**config.mk**
```make
export PLATFORM = sky130hd
export DESIGN_NAME = chip_spreader
export DESIGN_NICKNAME = d
export VERILOG_FILES = /design/src/rtl/chip_spreader.sv
export SDC_FILE = /design/constraint.sdc
export NUM_CORES = 1
export LEC_CHECK = 0
export ABC_AREA = 1
export CORE_ASPECT_RATIO = 0.75
export CORE_MARGIN = 10
export CORE_UTILIZATION = 58
export CTS_CLUSTER_DIAMETER = 60
export CTS_CLUSTER_SIZE = 25
export DETAILED_ROUTE_END_ITERATION = 7
export PLACE_DENSITY_LB_ADDON = 0.15
export SYNTH_ARGS = -nofsm -noshare
export SYNTH_HDL_FRONTEND = slang
export SYNTH_SLANG_ARGS = --single-unit
```
**constraint.sdc**
```tcl
create_clock -name inClock -period 6 [get_ports inClock]
set_clock_uncertainty 0.15 [all_clocks]
set_input_delay 0.9 -clock inClock [delete_from_list [all_inputs] [get_ports inClock]]
set_output_delay 0.9 -clock inClock [all_outputs]
set_load 0.03 [all_outputs]
```
**src/rtl/chip_spreader.sv**
```systemverilog
// Symbol-to-chip spreader: fetches 4-bit symbols serially from an upstream
// FIFO and emits a 32-chip sequence per symbol at the chip-tick rate.
module chip_spreader #(
  parameter int TIMEOUT_CYCLES = 15,
  parameter int LEN_WIDTH      = 8
) (
  input  logic                 inClock,
  input  logic                 inReset,
  input  logic                 inStart,
  input  logic [LEN_WIDTH-1:0] inLength,
  input  logic                 inFifoEmpty,
  input  logic                 inFifoDone,
  input  logic                 inFifoData,
  input  logic                 inChipTick,
  output logic                 outFifoReadEnable,
  output logic                 outChip,
  output logic                 outChipValid,
  output logic                 outBusy,
  output logic                 outFrameDone,
  output logic                 outUnderrun,
  output logic                 outError
);

  localparam int TW = $clog2(TIMEOUT_CYCLES + 1);
  localparam logic [31:0] SYM0 = 32'b11011001110000110101001000101110;

  typedef enum logic [2:0] {
    IDLE,
    WAITDATA,
    REQ,
    GAP,
    STORE
  } fetch_t;

  fetch_t               state;
  fetch_t               next;
  logic [TW-1:0]        tcnt;
  logic [2:0]           bitcnt;
  logic [3:0]           shreg;
  logic [3:0]           buf_sym;
  logic                 buf_valid;
  logic [LEN_WIDTH-1:0] fetch_rem;
  logic [LEN_WIDTH-1:0] sym_rem;
  logic [31:0]          chips;
  logic [4:0]           idx;
  logic                 loaded;
  logic                 start_ok;
  logic                 go;
  logic                 timeout;
  logic                 last_chip;
  logic                 load;

  // Bit i of the result is chip c_i, so chips go out LSB first.
  function automatic logic [31:0] chip_seq(input logic [3:0] s);
    logic [5:0]  sh;
    logic [31:0] v;
    logic [31:0] r;
    sh = {1'b0, s[2:0], 2'b00};
    v  = (SYM0 >> sh) | (SYM0 << (6'd32 - sh));
    if (s[3]) v = v ^ 32'h5555_5555;
    for (int i = 0; i < 32; i++) r[i] = v[31-i];
    return r;
  endfunction

  assign start_ok  = inStart && !outBusy;
  assign go        = start_ok && (inLength != '0);
  assign timeout   = (state == REQ) && !inFifoDone &&
                     (tcnt == TW'(TIMEOUT_CYCLES - 1));
  assign last_chip = inChipTick && loaded && (idx == 5'd31);
  assign load      = buf_valid && (!loaded || last_chip);

  assign outFifoReadEnable = (state == REQ);

  always_ff @(posedge inClock or negedge inReset) begin
    if (!inReset) state <= IDLE;
    else          state <= next;
  end

  always_comb begin
    next = state;
    unique case (state)
      IDLE:     if (go) next = WAITDATA;
      WAITDATA: if (!inFifoEmpty && !buf_valid) next = REQ;
      REQ: begin
        if (inFifoDone)   next = GAP;
        else if (timeout) next = IDLE;
      end
      GAP:      next = (bitcnt < 3'd4) ? REQ : STORE;
      STORE:    next = (fetch_rem == LEN_WIDTH'(1)) ? IDLE : WAITDATA;
      default:  next = IDLE;
    endcase
  end

  always_ff @(posedge inClock or negedge inReset) begin
    if (!inReset) begin
      tcnt      <= '0;
      bitcnt    <= '0;
      shreg     <= '0;
      buf_sym   <= '0;
      buf_valid <= 1'b0;
      fetch_rem <= '0;
    end else begin
      tcnt <= (state == REQ) ? tcnt + TW'(1) : '0;
      if (state == WAITDATA) bitcnt <= '0;
      if (state == REQ && inFifoDone) begin
        shreg[bitcnt[1:0]] <= inFifoData;
        bitcnt             <= bitcnt + 3'd1;
      end
      if (go) fetch_rem <= inLength;
      if (state == STORE) begin
        buf_sym   <= shreg;
        fetch_rem <= fetch_rem - LEN_WIDTH'(1);
      end
      if (timeout)             buf_valid <= 1'b0;
      else if (state == STORE) buf_valid <= 1'b1;
      else if (load)           buf_valid <= 1'b0;
    end
  end

  always_ff @(posedge inClock or negedge inReset) begin
    if (!inReset) begin
      chips        <= '0;
      idx          <= '0;
      loaded       <= 1'b0;
      sym_rem      <= '0;
      outChip      <= 1'b0;
      outChipValid <= 1'b0;
      outBusy      <= 1'b0;
      outFrameDone <= 1'b0;
      outUnderrun  <= 1'b0;
      outError     <= 1'b0;
    end else begin
      outChipValid <= 1'b0;
      outFrameDone <= 1'b0;
      if (timeout) begin
        loaded   <= 1'b0;
        idx      <= '0;
        sym_rem  <= '0;
        outBusy  <= 1'b0;
        outError <= 1'b1;
      end else begin
        if (start_ok) begin
          outUnderrun <= 1'b0;
          outError    <= 1'b0;
          if (inLength != '0) begin
            outBusy <= 1'b1;
            sym_rem <= inLength;
          end
        end
        if (outFrameDone) outBusy <= 1'b0;
        if (inChipTick && loaded) begin
          outChip      <= chips[0];
          chips        <= chips >> 1;
          idx          <= idx + 5'd1;
          outChipValid <= 1'b1;
          if (idx == 5'd31) begin
            sym_rem <= sym_rem - LEN_WIDTH'(1);
            loaded  <= 1'b0;
            if (sym_rem == LEN_WIDTH'(1)) outFrameDone <= 1'b1;
          end
        end else if (inChipTick && sym_rem != '0) begin
          outUnderrun <= 1'b1;
        end
        // A finished symbol hands over to the buffered one on the same edge.
        if (load) begin
          chips  <= chip_seq(buf_sym);
          idx    <= '0;
          loaded <= 1'b1;
        end
      end
    end
  end

endmodule

```
* Word level (Yosys, flattened, before mapping)
Cells that the tools add are included. Widths: inputs -> output; s select.
Word-level totals: bits in registers 79, latch bits 0, bits in writable memories 0, memory bits (read-only) 0, input bits 15, word-level logic and storage cells 124, memories kept 0
Operators by class: add/sub/neg operators 6, $mul 0, divide/modulo/power cells 0, magnitude comparators 3, equality and inequality tests 11, shifts and indexed selects 2, muxes and demuxes 48, bitwise operators 3, reductions and logical operators 34
Operator list (number):
- $mux 32 | 2
- $mux 8 | 7
- $or 32x32->32 | 1
- $shl 32x6->32 const A | 1
- $shr 32x5->32 const A | 1
- $mux 31 | 1
- $mux 1 | 24
- $mux 3 | 7
- $eq 8x1->1 const B | 2
- $not 16->16 | 1
- $reduce_bool 8->1 | 2
- $sub 8x1->8 const B | 2
- $mux 5 | 3
- $pmux 3 s5 | 1
- $reduce_bool 3->1 | 5
- $logic_and 1x1->1 | 11
- $reduce_and 2->1 | 4
- $reduce_bool 2->1 | 4
- $eq 3x2->1 const B | 2
- $sub 6x5->6 const A | 1
- $add 5x1->5 const B | 1
- $eq 5x5->1 const B | 1
- $logic_not 1->1 | 5
- $add 4x1->4 const B | 1
- 16 further kinds | 17

* Depth between registers and ports, before layout
depth in word-level cells 7, gate-level depth with buffers 14, mapped depth without buffers 12

* Worst setup path after synthesis
OpenSTA, ideal clock, no wires.
kind register to register, start point register buf_sym[0], end point register chips[5], library setup time 0.116 ns, data arrival time 1.959 ns, required time 5.734 ns, slack 3.775 ns, stages on the path, launching flop included 15, buffers on the path 2, cells stage by stage dfrtp_1 -> buf_2 -> inv_1 -> ha_1 -> inv_1 -> ha_1 -> buf_2 -> inv_1 -> nand2_1 -> nand3_1 -> nand2_1 -> nand2_1 -> nand3_1 -> nand2_1 -> nand2_1
On the way: cells in the longest elaborated chain, start to end 6, elaborated cells between the ends (all ways) 7, classes of those cells add/sub (1); shift (2); mux (2); bitwise (2)
Ends and longest elaborated chain:
- start, declared | RTL line 40 | logic [3:0] buf_sym;
- start signal, assigned | RTL line 111 | buf_sym <= shreg;
- $sub 6x5->6 | RTL line 59 | v = (SYM0 >> sh) | (SYM0 << (6'd32 - sh));
- $shl 32x6->32 | RTL line 59
- $or 32x32->32 * | RTL line 59
- $not 16->16 (no source line)
- $mux 31 * | RTL line 60 | if (s[3]) v = v ^ 32'h5555_5555;
- $mux 32 * | RTL line 165 | if (load) begin
- end signal, assigned | RTL line 153 | chips <= chips >> 1;
- end signal, assigned | RTL line 166 | chips <= chip_seq(buf_sym);
- end, declared | RTL line 44 | logic [31:0] chips;
Every way passes the cells marked *; elsewhere a longest branch is shown, timed or not. A chain may end at the register's enable or synchronous reset.

* Worst setup path in the final report
start point input port inFifoDone, end point register chips[4]
On the way: cells in the longest elaborated chain, start to end 5
Ends and longest elaborated chain:
- start, declared | RTL line 12 | input logic inFifoDone,
- $logic_not 1->1 | RTL line 67 | assign timeout = (state == REQ) && !inFifoDone &&
- $logic_and 1x1->1 (2 in a row) | RTL line 67
- $not 1->1 (no source line)
- $reduce_and 2->1 (no source line)
No other way between the ends.

==> impl_metrics.toml <==
[worst_setup_path]
startpoint_type = "input port"
arrival_ns = 3.10
cp_slowest_cell = "nand2_2"
worstPathRequired_ns = 6.09
path_cells = "clkdlybuf4s50_1, inv_1, nand3_4, nand2_2, inv_1, nand2_1, nand2_1"
cp_top_family = "buffers and inverters"
end_kind = "flop"
r2r-start = "buf_sym[0]"
reg2reg_slack_ns = 3.12
worstSetupPathType = "in -> reg"
ff2ff_path_depth = 11
endpoint = "chips[4]"
critical_path_depth = 7
reg2reg_to = "chips[0]"
crit_fanout = 43
critPathMaxStageDelay_ns = 0.59
cp-startpoint = "inFifoDone"
critPathBufInv = 3

[detailed_routing]
drt_iter0_markers = 473
via_per_inst = 5.48
wl_per_cell_um = 14.1
num_vias = 4322
ant_nets = 0
firstDrtPassIters = 5
drc = 0
drt_wl_total_um = 11100

[grt]
grt_util_met1_pct = 25.9
antenna_found_initial = 0
busiest_layer = "met2"
grtUsageMet3_pct = 4.60
grt_pass1_wl_um = 18800
grt_max_degree = 80
gr-total-overflow = 0
grt_usage_pct = 18.1
grt_use_met2_pct = 26.4
grt_pass1_vias = 3845

[finish]
fin_area_um2 = 5220
drive_gt1_share_pct = 4.98
area_growth_pct = 8.68
fin_nets = 714
num_antenna_cells = 0
final_cells = 788

[run]
max-cap-violations = 0

[power]
p_leak_nw = 2.73
p_int_mw = 1.08
powerDensity_nw_per_um2 = 329
p_sw_mw = 0.639
power.share.clock_pct = 23.3
seqPwrFrac_pct = 45.9
p_comb_share_pct = 30.7
power.share.switching_pct = 37.2
vdd_ir_drop_max_v = 0.000242

[floorplan]
die_w_um = 125
initial_utilization_pct = 60.1
core_um2 = 7990
dieArea_um2 = 12400
fp-row-count = 28
num_io_pins = 22
die_h_um = 98.8

[sta]
worstMarginPinSlew_ns = 0.990
rsz0062_at_grt = "no"
min_period_over_period_pct = 50.2
relSlewSlack_pct = 34.0
setup_viol = 0
fin_crit_ns = 3.01
hold_viol_final = 0
worst_hold_slack_ns = 0.333
fin_tns_setup_ns = 0
max_freq_mhz = 332
maxSlewViolCount = 0

[yosys]
postSynthAreaPerCell_um2 = 7.19
netlist.area_leader.share_pct = 41.2
synth-seq-cells = 79
synth_cell_type_count = 32
ys_warn_count = 0
syn_inst = 668
post-synth-top-area-cell = "dfrtp_1"
synthTopCellsByArea = "dfrtp_1, nand2_1, nand3_1"
synth.yosys.seq_area_share_pct = 41.2
synthesis.nets = 704
syn_area_um2 = 4800

[cts]
hold_buffers = 0
cts_buffers = 9
cts_tree = "yes"
ctsResizeCount = 0
post_cts_buffers = 0
cts_max_path_buffers = 2
clockRootBuffer = "clkbuf_8"
cts_sinks = 79
htreeDepth = 3
clkLatencyLatePin_ns = 0.36
clkTransAtPathRegs_ns = 0.08

[place]
dp_hpwl_um = 7780
dpl_cell_area_um2 = 5020
place_inst = 772
gp_congestion = 0.945
io_buffer_count = 21

[min_path]
hold_class = "reg -> reg"

[outcome]
status = "finished, final reports clean"
-- kinds of logic (layout without fill, tap and decap cells) --
family / count (synthesis) / in the layout / synth area share, %
buf+inv: 83 / 98 / 7.38
compound gates: 67 / 67 / 7.69
simple gates: 400 / 400 / 35.0
flops: 79 / 79 / 41.2
fa+ha+maj: 21 / 21 / 5.47
xor+xnor: 18 / 18 / 3.28
-- cell usage in the layout (no fill, tap or decap), types with 3 or more instances in the layout --
cell / instances
inv_1: 55
xor2_1: 15
nand3b_1: 4
a21oi_1: 16
o211ai_1: 4
o21ai_1: 4
nand2_2: 3
nand3_1: 70
clkdlybuf4s50_1: 20
a31oi_1: 3
clkbuf_8: 10
nand2_1: 236
clkinv_2: 4
nand4_1: 8
dfrtp_1: 79
nor3_1: 6
or2_2: 4
xnor2_1: 3
o21ai_0: 36
ha_1: 21
nor2_1: 65
-- metal layers --
| metal | wire [um] | share of wire [%] |
|---|---|---|
| met5 | 0 | 0 |
| met4 | 121 | 1.1 |
| met3 | 860 | 7.8 |
| met2 | 4740 | 43 |
| met1 | 5370 | 48 |
-- area by class of cell --
type                       instances  area (um^2)
fill                             695         2770
timing repair buffer              22          215
tap                              105          131
clock buffer                      10          138
sequential                        79         1980
multi-input combinational        506         2470
clock inverter                     6         60.1
inverter                          60          226
-- worst min path at each step --
stage / from / end / slack (ns) / depth (start not counted)
after floorplan: chips[7] / chips[7] / 0.29 / 2
after global routing: chips[25] / chips[25] / 0.36 / 2
final: chips[30] / chips[30] / 0.33 / 2
after global placement: chips[7] / chips[7] / 0.31 / 2
after CTS: chips[19] / chips[19] / 0.34 / 2
after detailed placement: chips[25] / chips[25] / 0.32 / 2
-- synthesized netlist by cell type --
library cell    n
a21oi_1        16
a21oi_4         1
a31oi_1         3
buf_2          15
buf_4           2
buf_6           2
clkbuf_1        4
clkinv_1        2
clkinv_2        1
dfrtp_1        79
ha_1           21
inv_1          55
inv_2           2
nand2_1       236
nand2_2         3
nand2_4         1
nand3_1        70
nand3_4         1
nand3b_1        4
nand4_1         8
nor2_1         65
nor2_2          1
nor3_1          6
nor3_2          1
o211ai_1        4
o21a_1          2
o21ai_0        36
o21ai_1         4
o21ai_2         1
or2_2           4
xnor2_1         3
xor2_1         15
-- through the flow --
stage	setup slack [ns]	power, mW	utilization, %
3_5_place_dp	2.64	1.32	62.8
6_report	2.99	1.72	65.3
3_3_place_gp	2.69	1.29	62.8
2_1_floorplan	3.78	1.18	-
4_1_cts	3.01	1.73	65.3
5_1_grt	2.77	1.86	65.3
-- state kept, by name, indices dropped and copies added, names as in the netlist --
| name | cells |
|---|---|
| fetch_rem | 8 |
| outChip | 1 |
| outError | 1 |
| outUnderrun | 1 |
| bitcnt | 3 |
| chips | 32 |
| outFrameDone | 1 |
| shreg | 4 |
| outChipValid | 1 |
| buf_valid | 1 |
| idx | 5 |
| buf_sym | 4 |
| state | 3 |
| loaded | 1 |
| tcnt | 4 |
| outBusy | 1 |
| sym_rem | 8 |
-- power groups by stage --
stage / clock, mW / combinational [mW] / sequential, mW
6_report: 0.400 / 0.527 / 0.789
5_1_grt: 0.433 / 0.621 / 0.806
4_1_cts: 0.411 / 0.530 / 0.786
3_5_place_dp: 0 / 0.528 / 0.793
3_3_place_gp: 0 / 0.506 / 0.789
2_1_floorplan: 0 / 0.408 / 0.777
-- tightest hold or removal path: stages, from the launching register on --
cell,delay [ns]
dfrtp_1,0.35
nand2_1,0.05
nand2_1,0.05
(Power assumes the default switching activity.)
